[src/rtl/e203_exu_mt_oitf.sv]
// rtl/e203_exu_mt_oitf.sv - multithread-aware outstanding instruction track FIFO
//
// Tracks long-pipe instructions from dispatch to write-back. Each dispatch
// allocates one entry and receives its index as the itag. The head entry
// drives the long-pipe write-back stage, and the whole table is searched for
// register hazards against the dispatching instruction of the same thread.
//
// Ports:
//   clk, rst                  clock, asynchronous active-high reset
//   dis_ena / dis_ready       allocate request / not full
//   dis_ptr                   itag the next allocation receives
//   disp_i_*                  dispatching instruction: payload and sources
//   oitfrd_match_dis*         hazard flags for rs1/rs2/rs3/rd
//   oitf_ret_ena              pop the head entry
//   oitf_ret_ptr, oitf_ret_*  head index and head payload
//   oitf_empty, oitf_full     occupancy status
module e203_exu_mt_oitf #(
  parameter int DEPTH       = 2,
  parameter int ITAG_WIDTH  = 1,
  parameter int THREADS_NUM = 2,
  parameter int RFIDX_WIDTH = 5,
  parameter int PC_SIZE     = 32
) (
  input  logic                   clk,
  input  logic                   rst,
  input  logic                   dis_ena,
  output logic                   dis_ready,
  output logic [ITAG_WIDTH-1:0]  dis_ptr,
  input  logic [THREADS_NUM-1:0] disp_i_thread_sel,
  input  logic [RFIDX_WIDTH-1:0] disp_i_rdidx,
  input  logic                   disp_i_rdwen,
  input  logic                   disp_i_rdfpu,
  input  logic [PC_SIZE-1:0]     disp_i_pc,
  input  logic [RFIDX_WIDTH-1:0] disp_i_rs1idx,
  input  logic [RFIDX_WIDTH-1:0] disp_i_rs2idx,
  input  logic [RFIDX_WIDTH-1:0] disp_i_rs3idx,
  input  logic                   disp_i_rs1en,
  input  logic                   disp_i_rs2en,
  input  logic                   disp_i_rs3en,
  input  logic                   disp_i_rs1fpu,
  input  logic                   disp_i_rs2fpu,
  input  logic                   disp_i_rs3fpu,
  output logic                   oitfrd_match_disrs1,
  output logic                   oitfrd_match_disrs2,
  output logic                   oitfrd_match_disrs3,
  output logic                   oitfrd_match_disrd,
  input  logic                   oitf_ret_ena,
  output logic [ITAG_WIDTH-1:0]  oitf_ret_ptr,
  output logic [RFIDX_WIDTH-1:0] oitf_ret_rdidx,
  output logic [PC_SIZE-1:0]     oitf_ret_pc,
  output logic                   oitf_ret_rdwen,
  output logic                   oitf_ret_rdfpu,
  output logic [THREADS_NUM-1:0] oitf_ret_thread_sel,
  output logic                   oitf_empty,
  output logic                   oitf_full
);

  // Pointers carry the wrap flag in the MSB; index in the low bits.
  logic [ITAG_WIDTH:0] wptr;
  logic [ITAG_WIDTH:0] rptr;

  logic [DEPTH-1:0]       valid;
  logic [RFIDX_WIDTH-1:0] rdidx_r  [DEPTH];
  logic [PC_SIZE-1:0]     pc_r     [DEPTH];
  logic                   rdwen_r  [DEPTH];
  logic                   rdfpu_r  [DEPTH];
  logic [THREADS_NUM-1:0] thread_r [DEPTH];

  logic alloc;
  logic ret;

  function automatic logic [ITAG_WIDTH:0] ptr_next(input logic [ITAG_WIDTH:0] p);
    if (p[ITAG_WIDTH-1:0] == ITAG_WIDTH'(DEPTH - 1))
      return {~p[ITAG_WIDTH], {ITAG_WIDTH{1'b0}}};
    else
      return {p[ITAG_WIDTH], p[ITAG_WIDTH-1:0] + ITAG_WIDTH'(1)};
  endfunction

  assign oitf_empty = (wptr[ITAG_WIDTH-1:0] == rptr[ITAG_WIDTH-1:0]) & (wptr[ITAG_WIDTH] == rptr[ITAG_WIDTH]);
  assign oitf_full  = (wptr[ITAG_WIDTH-1:0] == rptr[ITAG_WIDTH-1:0]) & (wptr[ITAG_WIDTH] != rptr[ITAG_WIDTH]);
  // Depends on registered state only, so a same-cycle pop cannot open a slot.
  assign dis_ready  = ~oitf_full;
  assign alloc      = dis_ena & dis_ready;
  assign ret        = oitf_ret_ena & ~oitf_empty;

  assign dis_ptr      = wptr[ITAG_WIDTH-1:0];
  assign oitf_ret_ptr = rptr[ITAG_WIDTH-1:0];

  assign oitf_ret_rdidx      = rdidx_r[rptr[ITAG_WIDTH-1:0]];
  assign oitf_ret_pc         = pc_r[rptr[ITAG_WIDTH-1:0]];
  assign oitf_ret_rdwen      = rdwen_r[rptr[ITAG_WIDTH-1:0]];
  assign oitf_ret_rdfpu      = rdfpu_r[rptr[ITAG_WIDTH-1:0]];
  assign oitf_ret_thread_sel = thread_r[rptr[ITAG_WIDTH-1:0]];

  always_ff @(posedge clk or posedge rst) begin
    if (rst) begin
      wptr  <= '0;
      rptr  <= '0;
      valid <= '0;
      for (int i = 0; i < DEPTH; i++) begin
        rdidx_r[i]  <= '0;
        pc_r[i]     <= '0;
        rdwen_r[i]  <= 1'b0;
        rdfpu_r[i]  <= 1'b0;
        thread_r[i] <= '0;
      end
    end else begin
      // alloc and ret can only hit the same index when full or empty,
      // and one of them is blocked in both of those cases.
      if (ret) begin
        valid[rptr[ITAG_WIDTH-1:0]] <= 1'b0;
        rptr <= ptr_next(rptr);
      end
      if (alloc) begin
        valid[wptr[ITAG_WIDTH-1:0]]    <= 1'b1;
        rdidx_r[wptr[ITAG_WIDTH-1:0]]  <= disp_i_rdidx;
        pc_r[wptr[ITAG_WIDTH-1:0]]     <= disp_i_pc;
        rdwen_r[wptr[ITAG_WIDTH-1:0]]  <= disp_i_rdwen;
        rdfpu_r[wptr[ITAG_WIDTH-1:0]]  <= disp_i_rdfpu;
        thread_r[wptr[ITAG_WIDTH-1:0]] <= disp_i_thread_sel;
        wptr <= ptr_next(wptr);
      end
    end
  end

  // Hazard search over registered entries only; same-thread writers matter.
  always_comb begin
    oitfrd_match_disrs1 = 1'b0;
    oitfrd_match_disrs2 = 1'b0;
    oitfrd_match_disrs3 = 1'b0;
    oitfrd_match_disrd  = 1'b0;
    for (int i = 0; i < DEPTH; i++) begin
      if (valid[i] && rdwen_r[i] && (thread_r[i] == disp_i_thread_sel)) begin
        if (disp_i_rs1en && (rdidx_r[i] == disp_i_rs1idx) && (rdfpu_r[i] == disp_i_rs1fpu))
          oitfrd_match_disrs1 = 1'b1;
        if (disp_i_rs2en && (rdidx_r[i] == disp_i_rs2idx) && (rdfpu_r[i] == disp_i_rs2fpu))
          oitfrd_match_disrs2 = 1'b1;
        if (disp_i_rs3en && (rdidx_r[i] == disp_i_rs3idx) && (rdfpu_r[i] == disp_i_rs3fpu))
          oitfrd_match_disrs3 = 1'b1;
        if (disp_i_rdwen && (rdidx_r[i] == disp_i_rdidx) && (rdfpu_r[i] == disp_i_rdfpu))
          oitfrd_match_disrd = 1'b1;
      end
    end
  end

endmodule

[config.mk]
export PLATFORM = sky130hd
export DESIGN_NAME = e203_exu_mt_oitf
export DESIGN_NICKNAME = d
export VERILOG_FILES = /design/src/rtl/e203_exu_mt_oitf.sv
export SDC_FILE = /design/constraint.sdc
export NUM_CORES = 1
export LEC_CHECK = 0
export BUFFER_PORTS_ARGS = -buffer_cell sky130_fd_sc_hd__buf_2
export CAP_MARGIN = 5
export CORE_ASPECT_RATIO = 1.1
export CORE_MARGIN = 3
export CORE_UTILIZATION = 35
export DETAILED_ROUTE_END_ITERATION = 7
export GPL_TIMING_DRIVEN = 0
export PLACE_DENSITY_LB_ADDON = 0.25
export SLEW_MARGIN = 20
export SYNTH_ARGS = -nofsm -noshare
export SYNTH_HDL_FRONTEND = slang
export SYNTH_SLANG_ARGS = --single-unit
[constraint.sdc]
create_clock -name clk -period 3.27 [get_ports clk]
set_input_delay 0.327 -clock clk [delete_from_list [all_inputs] [get_ports clk]]
set_output_delay 0.327 -clock clk [all_outputs]
set_load 0.005 [all_outputs]
== Yosys cells after proc, flatten, opt, wreduce, memory -nomap -nowiden ==
Cells that the tools add are included.

* Register bits: 88
* Output and inout port bits: 50
* Bits of input ports: 66

* $add $sub $neg: 2
* Equality and inequality tests: 21
* Bitwise operators: 13
* $lt $le $gt $ge: 7
* Reductions and logical operators: 25
* Multiplexer cells: 52

{| class="wikitable"
|+ Operator list
! operator !! count
|-
| $mux 32 || 4
|-
| $bwmux 64 || 1
|-
| $eq 5x5->1 || 8
|-
| $demux 32 s1 || 1
|-
| $mux 1 || 27
|-
| $logic_and 1x1->1 || 23
|-
| $mux 5 || 4
|-
| $mux 2 || 6
|-
| $bwmux 10 || 1
|-
| $eq 1x1->1 || 10
|-
| $demux 5 s1 || 1
|-
| $and 1x1->1 || 4
|-
| $bwmux 2 || 2
|-
| $bwmux 4 || 1
|-
| $eq 2x2->1 || 2
|-
| $ge 2x2->1 const B || 2
|-
| $lt 1x2->1 const B || 2
|-
| $not 1->1 || 4
|-
| $not 1->2 || 2
|-
| $reduce_and 2->1 || 2
|-
| $demux 1 s1 || 3
|-
| $add 1x1->1 const B || 2
|-
| $and 2x2->2 || 1
|-
| $demux 2 s1 || 1
|-
| 5 further kinds || 6
|}

== Longest topological paths before layout ==
* Depth after elaboration: 9
* Depth in mapped cells: 7
* Mapped depth without buffers: 4

== Worst setup path after synthesis ==
OpenSTA, ideal clock, no wires.

* Path type: register to register
* From: reg rptr[0]
* To: reg pc_r[10] in the netlist's numbering
* Library setup time: 0.125 ns
* Arrival: 1.618 ns
* Buffers on the path: 3
* Data required time: 3.145 ns
* Cell stages (with the launch flop): 8
* Period minus slack after synthesis: 1.743 ns
* Slack: 1.527 ns
* Cells stage by stage: dfrtp_1 -> buf_2 -> xor2_1 -> nand2b_1 -> buf_4 -> nand3_4 -> buf_6 -> mux2_4

* Longest elaborated chain between the ends: 4

{| class="wikitable"
|+ RTL lines
! what !! line !! text
|-
| start, declared || 60 || <nowiki>logic [ITAG_WIDTH:0] rptr;</nowiki>
|-
| start signal, assigned || 112 || <nowiki>rptr <= ptr_next(rptr);</nowiki>
|-
| $eq 1x1->1 || 80 || <nowiki>assign oitf_full = (wptr[ITAG_WIDTH-1:0] == rptr[ITAG_WIDTH-1:0]) & (wptr[ITAG_WIDTH] != rptr[ITAG_WIDTH]);</nowiki>
|-
| $and 1x1->1 || 80 ||
|-
| $not 1->1 || 82 || <nowiki>assign dis_ready = ~oitf_full;</nowiki>
|-
| named net dis_ready || 27 || <nowiki>output logic dis_ready,</nowiki>
|-
| $and 1x1->1 || 83 || <nowiki>assign alloc = dis_ena & dis_ready;</nowiki>
|-
| end signal, assigned by index || 117 || <nowiki>pc_r[wptr[ITAG_WIDTH-1:0]] <= disp_i_pc;</nowiki>
|-
| end, declared || 64 || <nowiki>logic [PC_SIZE-1:0] pc_r [DEPTH];</nowiki>
|}

The timed path passes the listed nets, and every way through them passes these cells.
A chain may end at the register's enable or synchronous reset.

== Final worst setup path ==
* From: reg rptr[0]
* To: out oitf_ret_pc[31]

* Longest elaborated chain between the ends: 4

{| class="wikitable"
|+ RTL lines
! what !! line !! text
|-
| $not 1->2 (implied by the code) || 90 || <nowiki>assign oitf_ret_pc = pc_r[rptr[ITAG_WIDTH-1:0]];</nowiki>
|-
| $mux 32 (implied by the code) (3 in series) || 90 ||
|-
| end, declared || 50 || <nowiki>output logic [PC_SIZE-1:0] oitf_ret_pc,</nowiki>
|}

Every way passes these cells. The select of a mux whose other input is x is not followed.

==> summary.md <==
| Metric | Value |
|---|---|
| Antenna diodes | `0` |
| Count leader, synth | `dfrtp_1` |
| EDFF count, synth | `0` |
| Vias in the first global route | `between 3,000 and 4,000` |
| FILL cells | `1,230` |
| Share of post-route cells with drive strength above 1 | `0.5699` |
| Fin. Hold Viols | `0` |
| Reg2reg path depth | `7` |
| Final hold slack | `2.548 ps` |
| Fin Clk Skew | `roughly 6.4 ps` |
| Final GP Congestion | `between 0.7 and 0.8` |
| Slowest CP cell | `buf_1` |
| RSZ-0062 raised after global routing | `no` |
| Remaining Overflow, GRT | `0` |
| Full die area | `0.01510 mm²` |
| Path type of the worst setup path | `reg -> out` |
| Htree depth | `3` |
| Power density over the cells | `1101 mW/mm²` |
| Crit path buffers/inverters | `3` |
| Clk root buf | `clkbuf_16` |
| Fin crit period | `~2400 ps` |
| Logic pwr share | `0.533` |
| HP Class | `in -> async` |
| Dominant synthesized flop cell | `dfrtp_1` |
| Maximum VDD drop | `~390 µV` |
| Final wirelength | `just over 10 mm` |
| Post-synthesis xor/xnor area fraction | `0.1062` |
| Synthesized area per cell | `roughly 14 µm²` |
| Detailed-routing iteration count for the pre-antenna-repair pass | `4` |
| Pins over their slew limit | `0` |
| Crit path capture type | `output pin` |
| Slew @ Worst Pin | `about 800 ps` |
| Library cells used by synthesis | `23` |
| Die width | `117.5 µm` |
| Status | `complete, no violations` |
| Synth area leaders | `dfrtp_1, mux2_4, mux2_2, xnor2_1, buf_6` |
| Reg2Reg Setup Slack | `about 1300 ps` |
| Placed cells | `633` |
| Post-synthesis compound-gate area fraction | `0.008634` |
| DRC viols | `0` |
| Req. time, crit path | `2940 ps` |
| Worst R2R Start | `rptr[0]$_DFFE_PP0N_` |
| Mapped Cells | `~330` |
| Maxcap violations | `0` |
| Psw | `2.080 mW` |
| Post-synth ARST share | `1.000` |
| Cell taking the most area after synthesis | `dfrtp_1` |
| First-pass GRT wire length | `roughly 17 mm` |
| Relative slew slack | `0.4804` |
| I/O pins | `approximately 120` |
| Sequential power share | `0.301` |
| Yosys top cell area share | `0.4605` |
| Sw Ratio | `0.3185` |
| Vias per cell | `~4.6` |
| Non-Filler Instances | `roughly 650` |
| Mapped cell area | `between 0.004 and 0.005 mm²` |
| Syn nets | `399` |
| Startpoint types | `flip-flop` |
| Crit-path cells | `buf_2, buf_1, mux2_2, buf_2` |
| Setup ws final | `a little under 900 ps` |
| Drt wl/cell | `roughly 16 µm` |
| Worst-path clk slew | `approximately 60 ps` |
| Fmax | `416.4 MHz` |
| CTS Buf Count | `9` |
| Core Region | `approximately 0.013 mm²` |
| Pre-CTS setup slack | `1147 ps` |
| Worst-Skew Late Latency | `around 330 ps` |
| Commonest cells post-synth | `dfrtp_1, mux2_4, xnor2_1, mux2_2, nand4_1` |
| FP Rows | `44` |
| Critical Path Max Stage Delay | `~630 ps` |
| Yosys warns | `0` |
| Initial antenna violation count | `0` |
| Die H | `128.6 µm` |
| Clk sink count | `88` |
| CP most frequent cell | `buf_2` |
| Post-Synth Simple-Gate Area | `0.03898` |
| CP max FO | `10` |
| Pint | `between 4 and 5 mW` |
| Number of synthesized register bits | `slightly below 90` |
| 1st-iter DRT viols | `between 70 and 80` |
| Remaining antenna violation count | `0` |
| PortBufs | `roughly 120` |
| Largest net degree at the start of global routing | `between 50 and 60` |
| # setup viols final | `0` |
| Setup bufs post-CTS | `0` |
| Final Cycle Share | `0.7344` |
| Resized cells post-CTS | `0` |
| Leakage power | `2.836 nW` |
| Largest family of logic cells by synthesized area | `multiplexers` |
| Adder-cell share of the synthesized area | `0` |
| Clock power frac | `0.166` |
| Sequential cell area fraction in the yosys report | `0.4605` |
| # hold bufs at CTS | `0` |
| Starting Density | `0.3604` |
| Worst Path Arrival | `~2100 ps` |
| Tot GR Track Use | `0.1418` |
| CP delay by family, top | `buffers and inverters` |
| Fin nets | `around 530` |
| Mux contribution to synthesized area | `0.3501` |
| Vias post-DR | `approximately 3,000` |
| Area Overhead vs Synth | `24.07%` |
| Reg2reg end | `pc_r[30]$_DFFE_PP0P_` |
| Post-DP HPWL | `7.613 mm` |
| Clock Tree Buf Depth | `2` |
| TritonCTS clock tree | `yes` |
registers in the layout, summed over array words and instances (netlist names):
| name | cells |
|---|---|
| rdidx_r | 10 |
| valid | 2 |
| pc_r | 64 |
| rdfpu_r | 2 |
| rptr | 2 |
| wptr | 2 |
| thread_r | 4 |
| rdwen_r | 2 |
worst max path at each step:
stage / startpoint / to / cells after the start
finish: rptr[0]$_DFFE_PP0N_ / oitf_ret_pc[31] / 4
global route: rptr[0]$_DFFE_PP0N_ / oitf_ret_pc[3] / 4
CTS: rptr[0]$_DFFE_PP0N_ / oitf_ret_pc[31] / 4
detailed placement: rptr[0]$_DFFE_PP0N_ / oitf_ret_pc[31] / 4
global placement: rst / rdidx_r[2]$_DFFE_PP0P_ / 2
floorplan: rst / pc_r[0]$_DFFE_PP0P_ / 1
cell usage in the layout (no fill, tap or decap), drive strengths merged, types with 2 or more instances in the layout:
cell    instances
buf           131
mux2          123
dfrtp          88
xnor2          49
clkbuf         24
nand4          14
xor2            9
nand2           6
o21ai           3
nor3            3
o22ai           3
bufinv          2
nand3           2
inv             2
power groups by stage:
stage	logic [mW]	clock network, mW	registers (mW)
3_5_place_dp	3.53	0	1.98
5_1_grt	3.78	1.17	2.04
3_3_place_gp	3.50	0	1.94
4_1_cts	3.55	1.12	1.97
6_report	3.48	1.09	1.96
2_1_floorplan	2.65	0	1.89
through the flow:
step | power, mW | area (µm²) | utilization | setup TNS (ps)
after floorplan | 4.532 | 4782 | - | 0
after global placement | 5.438 | 5588 | 0.4212 | -29130
after detailed placement | 5.514 | 5618 | 0.4234 | 0
after CTS | 6.639 | 5933 | 0.4472 | 0
after global routing | 6.985 | 5933 | 0.4472 | 0
final | 6.531 | 5933 | 0.4472 | 0
cell families (layout without fill, tap and decap cells):
group	count (synthesis)	in the layout
mux	123	123
compound gates	7	7
buf+inv	28	160
simple gates	29	29
flops	88	88
xor+xnor	58	58
worst register-to-register path, stage by stage (launching register included):
cell and delay, ps:
dfrtp_1 340, buf_2 240, xor2_1 280, nand2b_1 150, buf_4 160, nand3_4 170
buf_6 230, mux2_4 310
routing by layer:
layer,wire length [µm],track usage,vias to the layer above
met5,0,0,-
met4,90,0.03931,0
li1,-,-,1416
met2,4941,0.2408,87
met3,628,0.03780,5
met1,4712,0.1806,1484
layout make-up:
cell class	instances	area (µm²)	share of cell area
multi-input combinational	217	2410	0.4062
sequential	88	2202	0.3712
timing repair buffer	116	603.1	0.1016
clock buffer	13	250.2	0.04218
tap	184	230.2	0.03880
buffer	26	162.7	0.02741
clock inverter	3	65.06	0.01097
inverter	2	10.01	0.001687
(Power assumes the default switching activity.)
